## src/rtl/see_voter_monitor.sv

```systemverilog
// rtl/see_voter_monitor.sv - TMR bitwise voter with per-replica mismatch counters and fault event log
// Optional feature macro: SEE_MONITOR_LOG_EN builds the event FIFO, timestamp counter and overflow flag.
module see_voter_monitor #(
  parameter int W     = 32,
  parameter int CNT_W = 8,
  parameter int DEPTH = 4,
  parameter     LABEL = "GENERAL",
  localparam int BW   = (W > 1) ? $clog2(W) : 1
) (
  input  logic             s_clk_i,
  input  logic             s_rst_i,
  input  logic             s_valid_i,
  input  logic [W-1:0]     s_d_i [3],
  input  logic             s_clr_i,
  output logic [W-1:0]     s_d_o,
  output logic             s_valid_o,
  output logic             s_err_o,
  output logic [CNT_W-1:0] s_cnt_o [3],
  output logic             s_evt_valid_o,
  input  logic             s_evt_ready_i,
  output logic [2:0]       s_evt_mask_o,
  output logic [BW-1:0]    s_evt_bit_o,
  output logic [15:0]      s_evt_time_o,
  output logic             s_ovf_o
);

  // The label only tags simulation messages; it has no hardware meaning.
  localparam int unused_label_w = $bits(LABEL);

  logic [W-1:0]     maj;
  logic [2:0]       mis;
  logic             err;
  logic [W-1:0]     d_q;
  logic             valid_q;
  logic             err_q;
  logic [CNT_W-1:0] cnt_q [3];
  logic [CNT_W-1:0] cnt_d [3];

  // Majority vote and per-replica disagreement; mismatches only count on valid cycles
  always_comb begin
    maj = (s_d_i[0] & s_d_i[1]) | (s_d_i[1] & s_d_i[2]) | (s_d_i[0] & s_d_i[2]);
    mis = '0;
    if (s_valid_i) begin
      for (int k = 0; k < 3; k++) begin
        mis[k] = |(s_d_i[k] ^ maj);
      end
    end
    err = |mis;
  end

  // Registered vote outputs; these keep updating even while a clear is applied
  always_ff @(posedge s_clk_i) begin
    if (s_rst_i) begin
      d_q     <= '0;
      valid_q <= 1'b0;
      err_q   <= 1'b0;
    end else begin
      d_q     <= maj;
      valid_q <= s_valid_i;
      err_q   <= err;
    end
  end

  // Saturating counter next state; a clear wins over a same-cycle mismatch
  always_comb begin
    for (int k = 0; k < 3; k++) begin
      cnt_d[k] = cnt_q[k];
      if (s_clr_i) begin
        cnt_d[k] = '0;
      end else if (mis[k] && (cnt_q[k] != {CNT_W{1'b1}})) begin
        cnt_d[k] = cnt_q[k] + 1'b1;
      end
    end
  end

  // Counter registers
  always_ff @(posedge s_clk_i) begin
    for (int k = 0; k < 3; k++) begin
      if (s_rst_i) cnt_q[k] <= '0;
      else         cnt_q[k] <= cnt_d[k];
    end
  end

  assign s_d_o     = d_q;
  assign s_valid_o = valid_q;
  assign s_err_o   = err_q;
  assign s_cnt_o   = cnt_q;

`ifdef SEE_MONITOR_LOG_EN
  localparam int AW    = $clog2(DEPTH);
  localparam int REC_W = 3 + BW + 16;

  logic [15:0]      tstamp_q;
  logic [AW:0]      wr_ptr_q;
  logic [AW:0]      rd_ptr_q;
  logic [REC_W-1:0] mem_q [DEPTH];
  logic             ovf_q;
  logic [W-1:0]     diff;
  logic [BW-1:0]    first_bit;
  logic             empty;
  logic             full;
  logic             pop;
  logic             push;
  logic             drop;
  logic [REC_W-1:0] head;

  // Lowest bit index where the three replicas are not unanimous
  always_comb begin
    diff      = (s_d_i[0] ^ s_d_i[1]) | (s_d_i[1] ^ s_d_i[2]);
    first_bit = '0;
    for (int i = W - 1; i >= 0; i--) begin
      if (diff[i]) first_bit = BW'(i);
    end
  end

  assign empty = (wr_ptr_q == rd_ptr_q);
  assign full  = (wr_ptr_q[AW] != rd_ptr_q[AW]) && (wr_ptr_q[AW-1:0] == rd_ptr_q[AW-1:0]);
  // An empty FIFO presents no valid head, so a pop there is naturally ignored
  assign pop   = !empty && s_evt_ready_i;
  // A pop on a full FIFO frees the slot the new record lands in
  assign push  = err && !s_clr_i && (!full || pop);
  assign drop  = err && !s_clr_i && full && !pop;

  // Free-running cycle timestamp, wraps naturally at 16 bits
  always_ff @(posedge s_clk_i) begin
    if (s_rst_i) tstamp_q <= '0;
    else         tstamp_q <= tstamp_q + 16'd1;
  end

  // FIFO pointers and sticky overflow; clear and reset both discard pending events
  always_ff @(posedge s_clk_i) begin
    if (s_rst_i || s_clr_i) begin
      wr_ptr_q <= '0;
      rd_ptr_q <= '0;
      ovf_q    <= 1'b0;
    end else begin
      if (push) wr_ptr_q <= wr_ptr_q + 1'b1;
      if (pop)  rd_ptr_q <= rd_ptr_q + 1'b1;
      if (drop) ovf_q    <= 1'b1;
    end
  end

  // Event storage; contents are qualified by the pointers so no reset is needed
  always_ff @(posedge s_clk_i) begin
    if (push) mem_q[wr_ptr_q[AW-1:0]] <= {mis, first_bit, tstamp_q};
  end

  assign head          = mem_q[rd_ptr_q[AW-1:0]];
  assign s_evt_valid_o = !empty;
  assign s_evt_mask_o  = empty ? 3'b000 : head[REC_W-1 -: 3];
  assign s_evt_bit_o   = empty ? '0 : head[16 +: BW];
  assign s_evt_time_o  = empty ? 16'd0 : head[15:0];
  assign s_ovf_o       = ovf_q;
`else
  logic unused_evt_ready;
  assign unused_evt_ready = s_evt_ready_i;

  assign s_evt_valid_o = 1'b0;
  assign s_evt_mask_o  = 3'b000;
  assign s_evt_bit_o   = '0;
  assign s_evt_time_o  = 16'd0;
  assign s_ovf_o       = 1'b0;
`endif

endmodule
```

## config.mk

```make
export PLATFORM = sky130hd
export DESIGN_NAME = see_voter_monitor
export DESIGN_NICKNAME = d
export VERILOG_FILES = /design/src/rtl/see_voter_monitor.sv
export SDC_FILE = /design/constraint.sdc
export NUM_CORES = 1
export LEC_CHECK = 0
export ABC_AREA = 0
export CORE_MARGIN = 2
export CORE_UTILIZATION = 40
export CTS_BUF_LIST = sky130_fd_sc_hd__clkbuf_16
export CTS_CLUSTER_DIAMETER = 50
export DETAILED_ROUTE_END_ITERATION = 7
export GPL_ROUTABILITY_DRIVEN = 1
export GPL_TIMING_DRIVEN = 1
export PLACE_DENSITY_LB_ADDON = 0.3
export SYNTH_ARGS = -nofsm -noshare
export SYNTH_HDL_FRONTEND = slang
export SYNTH_SLANG_ARGS = --single-unit
```

## constraint.sdc

```tcl
create_clock -name s_clk_i -period 2.9 [get_ports s_clk_i]
set_clock_uncertainty 0.05 [all_clocks]
set_input_delay 0.58 -clock s_clk_i [delete_from_list [all_inputs] [get_ports s_clk_i]]
set_output_delay 0.58 -clock s_clk_i [all_outputs]
set_load 0.05 [all_outputs]
```

==> results.md, run 1 <==
- Placed Cells: 854
- Combinational power share: 28.3%
- First-pass DRT Iterations: 4
- Clock tree from TritonCTS: done
- Synthesized flop and latch total: 58
- Number of H-tree levels: 3
- Worst flop-to-flop path startpoint: s_cnt_o[16]
- Static Leakage: 2.75 nW
- Slew @ Worst Pin: 569 ps
- Clock Power Share: 41.6%
- ANT nets after route: 0
- Total power: 2.81 mW
- Final hold vios: 0
- CTS root buffer: clkbuf_16
- Number of diodes: 0
- Crit. Startpoint: s_d_i[50]
- Setup crit start kind: input pin
- Total Die Area: 0.0115 mm²
- Initial core utilization: 41.2%
- CTS Sinks: 58
- Top cells by area, synth: dfxtp_1 27%, and3b_1 12%, nor3b_1 11%
- Sequential Power Share: 30.1%
- Max Freq: 0.356 GHz
- Vias in the first global route: 4,436
- # DRC: 0
- Synth unique cells: 44
- CP required: 3110 ps
- Setup bufs post-CTS: 0
- Setup ws final: 91.7 ps
- P_sw: 881 µW
- Drt wl/cell: 15.6 µm
- Cts repair resizes: 0
- Pin count of the biggest net entering global routing: 34
- Syn avg cell area: 8.08 µm²
- # hold bufs at CTS: 0
- Register area share after synthesis: 27.3%
- First-pass GRT wire length: 21,200 µm
- I/O pins: 185
- Hold path start: s_cnt_o[13]
- Crit end category: flip-flop
- Initial antenna violation count: 0
- Reg area: 0.00116 mm²
- Num rows: 37
- GP Congestion: 0.850
- Post-synth EDFFs: 0
- Min-Delay Path Depth: 2
- Relative slew slack: 61.7%
- Crit path DAT: 3020 ps
- Vias per cell: 5.46
- Die height: 107 µm
- Critical setup path kind: in2reg
- Post-route insts no fill: 870
- Dominant cell type by area after synthesis: dfxtp_1
- Global Route Usage Sum: 23.4%
- Die width: 107 µm
- Switching share of power: 31.3%
- Slew Limit Fails: 0
- Power Dens Cells: 432 mW/mm²
- Synth Warn #: 0
- Input/output buffers: 157
- Cell count after synthesis: 527
- Yosys top cell area share: 27.3%
- Max-cap violation count: 0
- Total CTS buffers: 9
- Core ar.: 0.0103 mm²
- 1st-iter DRT viols: 206
- Fillers: 900
- Area of the multi-input gates: 0.00294 mm²
- Latest clock arrival within the worst-skew pair: 330 ps
- RSZ-0062 raised after global routing: false
- Peak supply drop: 0.264 mV
- Place WS: -218 ps
- Hold Crit Class: reg2reg
- Setup TNS: 0 ps
- Area Overhead vs Synth: 52.8%
- Synth Cell Area: 0.00426 mm²
- Ys async rst share: 0%
- Final worst path period need: 2810 ps
- Via total after detailed routing: 4,753
- Layout net count: 833
- Worst r2r path cells: 7
- CTS Buffer Depth: 2
- Most common cell in the netlist: nor3b_1
- Final setup violation count: 0
- Worst-path clk slew: 60 ps
- Int Power: 1.93 mW
- Top_reg_cell synth: dfxtp_1
- Tcrit/Tclk final: 96.8%
- CP max FO: 8
- Final wirelength: 13,600 µm
- Grt total ovfl: 0
- Outcome: finished clean
- Hold_ws: 454 ps
- Layout cells sized above 1: 10.4%
- Dpl hpwl: 10,500 µm
- Ranking of synthesized cells by instance count: 65 x nor3b_1, 58 x and3b_1, 58 x dfxtp_1, 47 x nand2_1, 41 x a21oi_1
==> worst paths after layout <==
| kind | end | slack [ps] |
|---|---|---|
| setup / recovery | s_cnt_o[13] | 90 |
| setup reg to reg | s_cnt_o[20] | 1090 |
| hold reg to reg | s_cnt_o[13] | 450 |
| hold / removal | s_cnt_o[13] | 450 |
==> area by class of cell <==
type | count | area share, %
Clock buffer | 9 | 3.46
Clock inverter | 7 | 1.56
Inverter | 3 | 0.173
Multi-Input combinational cell | 457 | 45.2
Sequential cell | 58 | 17.9
Tap cell | 136 | 2.62
Timing Repair Buffer | 200 | 29.1
==> power by group through the flow <==
stage / Clock, mW / Sequential (mW) / Combinational (mW)
after global routing: 1.24 / 0.849 / 0.850
after detailed placement: 0 / 0.864 / 0.787
after floorplan: 0 / 0.987 / 0.312
after global placement: 0 / 0.863 / 0.774
final: 1.17 / 0.847 / 0.796
after CTS: 1.19 / 0.847 / 0.793
==> registers in the layout (all words and copies together) (netlist names) <==
register / flops
s_cnt_o: 24
s_d_o: 32
s_err_o: 1
s_valid_o: 1
==> cells in the final DEF (no fill, tap or decap), types with 4 or more instances in the layout <==
cell type and n:
dfxtp_1 58, and3b_1 58, a21oi_1 41, and3b_2 4, nor3_1 4, and3_1 7
conb_1 26, nand3_1 12, nor2_1 18, a22oi_1 15, nor3b_1 65, buf_4 43
xnor2_1 7, or3_1 7, o21ai_0 40, nand2_1 47, nor4_1 30, nand4_1 13
clkdlybuf4s50_1 157, clkbuf_16 9, a21o_1 31
==> worst max-delay path, stage by stage <==
cell and delay [ps]:
clkdlybuf4s50_1 530, and3b_1 190, nor4_1 520, buf_4 210
nand4_1 140, nor4_4 250, buf_4 200, nor2_1 90
nand4_1 130, mux2i_1 180
==> cell families after synthesis <==
logic type,synth area share (%)
AO/OA/AOI/OAI,19.9
XOR/XNOR,2.06
adder cells (fa/ha/maj),0.882
buffers and inverters,5.85
flip-flops,27.3
multiplexers,0.470
other,0.0881
AND/OR/NAND/NOR,43.4
==> through the flow <==
step	cell area, µm²	util, %
6_report	6500	63.0
3_3_place_gp	6180	59.8
2_1_floorplan	4350	-
4_1_cts	6500	63.0
3_5_place_dp	6180	59.8
5_1_grt	6500	63.0
==> per-layer routing <==
| layer | track usage (%) | up-vias | part of all wire, % |
|---|---|---|---|
| met4 | 7.98 | 0 | 1.7 |
| met2 | 40.4 | 144 | 48 |
| met1 | 28.7 | 2225 | 44 |
| met3 | 4.86 | 16 | 6.3 |
| met5 | 0 | - | 0 |
| li1 | - | 2368 | - |
(Power assumes the default switching activity.)
==> run 2, diff against run 1 <==
--- a/config.mk
+++ b/config.mk
@@ -13,7 +13,7 @@
 export DETAILED_ROUTE_END_ITERATION = 7
 export GPL_ROUTABILITY_DRIVEN = 1
 export GPL_TIMING_DRIVEN = 1
-export PLACE_DENSITY_LB_ADDON = 0.3
+export PLACE_DENSITY = 0.87
 export SYNTH_ARGS = -nofsm -noshare
 export SYNTH_HDL_FRONTEND = slang
 export SYNTH_SLANG_ARGS = --single-unit
==> results.md, run 2 (synthesis results as in run 1) <==
- Vias in the first global route: 4,560
- GP Congestion: 0.837
- Total Die Area: 0.0115 mm²
- Fillers: 853
- Latest clock arrival within the worst-skew pair: 330 ps
- Outcome: finished clean
- Number of flip-flops in the largest register: 32
- Final wirelength: 13,900 µm
- Top delay family on crit path: simple AND/OR/NAND/NOR gates
- Reg area: 0.00116 mm²
- Number of H-tree levels: 3
- Relative slew slack: 64.3%
- Drt wl/cell: 15.8 µm
- Max-cap violation count: 0
- Initial antenna violation count: 0
- # hold bufs at CTS: 0
- Initial core utilization: 41.2%
- Die width: 107 µm
- Total power: 2.74 mW
- Pin count of the biggest net entering global routing: 35
- Setup TNS: 0 ps
- Global Route Usage Sum: 23.6%
- Via total after detailed routing: 4,799
- ANT nets after route: 0
- Slowest-stage cell, CP: clkdlybuf4s50_1
- Static Leakage: 2.77 nW
- Crit path DAT: 2970 ps
- I/O pins: 185
- Hold Crit Class: reg2reg
- CTS Buffer Depth: 2
- Area Overhead vs Synth: 53.5%
- Area of the multi-input gates: 0.00295 mm²
- Critical setup path kind: in2reg
- Most frequent cells in the layout: 157 x clkdlybuf4s50_1, 65 x nor3b_1, 58 x and3b_1, 58 x dfxtp_1, 49 x buf_4
- Post-route insts no fill: 876
- Fin area: 0.00653 mm²
- Slew @ Worst Pin: 531 ps
- # DRC: 0
- Post-DP Area: 0.00622 mm²
- Total CTS buffers: 9
- Input/output buffers: 157
- CP max FO: 8
- Peak supply drop: 0.220 mV
- CP required: 3110 ps
- Worst-path clk slew: 50 ps
- Layout net count: 839
- Slew Limit Fails: 0
- Max Freq: 0.363 GHz
- Power Dens Cells: 419 mW/mm²
- Setup crit start kind: input pin
- CTS Sinks: 58
- Layout cells sized above 1: 11.2%
- RSZ-0062 raised after global routing: false
- Crit path buffers/inverters: 3
- First-pass GRT wire length: 21,500 µm
- Vias per cell: 5.48
- Setup ws final: 144 ps
- Crit-path cells: clkdlybuf4s50_1 -> and3b_1 -> nor4_1 -> buf_4 -> nand4_1 -> nor4_4 -> buf_4 -> nor2_1 -> nand4_1 -> mux2i_1
- 1st-iter DRT viols: 200
- Cts repair resizes: 0
- Hold_ws: 448 ps
- Dpl hpwl: 10,900 µm
- First-pass DRT Iterations: 4
- CP peak stage delay: 510 ps
- Crit end category: flip-flop
- Final core utilization: 63.3%
- Grt total ovfl: 0
- Number of diodes: 0
- Commonest non-fill, non-tap cell in the layout: clkdlybuf4s50_1
- Clock tree from TritonCTS: done
- Setup bufs post-CTS: 0
- Die height: 107 µm
- Final worst path period need: 2760 ps
- Tcrit/Tclk final: 95.0%
- Num rows: 37
- Final setup violation count: 0
- Core ar.: 0.0103 mm²
- Place WS: -267 ps
- Final hold vios: 0
- CTS root buffer: clkbuf_16
- Placed Cells: 860
-- run 2: changes by cell type in the layout (fill, tap and decap cells not counted), sizes merged --
cell	change
buf	+6
bufinv	-1
clkinv	+1
clkinvlp	+1
inv	-1
-- run 2: final cells by class --
class,count,share of cell area [%]
multi-input cells,457,45.1
inverters,3,0.172
clock inverters,7,1.21
repair buffers,206,29.7
flip-flops and latches,58,17.8
well taps,136,2.60
clock buffers,9,3.45
-- run 2: path summary, 6_finish.rpt --
path,to,slack [ps],start,cells after the start
setup reg to reg,s_cnt_o[20],1080,s_cnt_o[16],7
hold / removal,s_cnt_o[13],450,s_cnt_o[13],2
setup / recovery,s_cnt_o[13],140,s_d_i[18],10
hold reg to reg,s_cnt_o[13],450,s_cnt_o[13],2
-- run 2: power breakdown --
group	switching (mW)	internal (mW)	leakage [nW]
registers	0.0138	0.833	0.478
logic	0.458	0.346	2.15
clock network	0.416	0.670	0.138
-- run 2: worst register-to-register path, stage by stage, from the launching register on --
cell and delay (ps):
dfxtp_1 360, ha_1 250, and3_1 190, nand3_1 110
o211ai_2 90, buf_4 190, or3_1 350, a21oi_1 170
-- run 2: routing by layer --
layer / global-route usage, % / up-vias / part of all wire [%]
li1: - / 2382 / -
met2: 40.5 / 175 / 48
met4: 10.1 / 0 / 2.7
met1: 27.3 / 2216 / 41
met3: 6.63 / 26 / 8.0
met5: 0 / - / 0
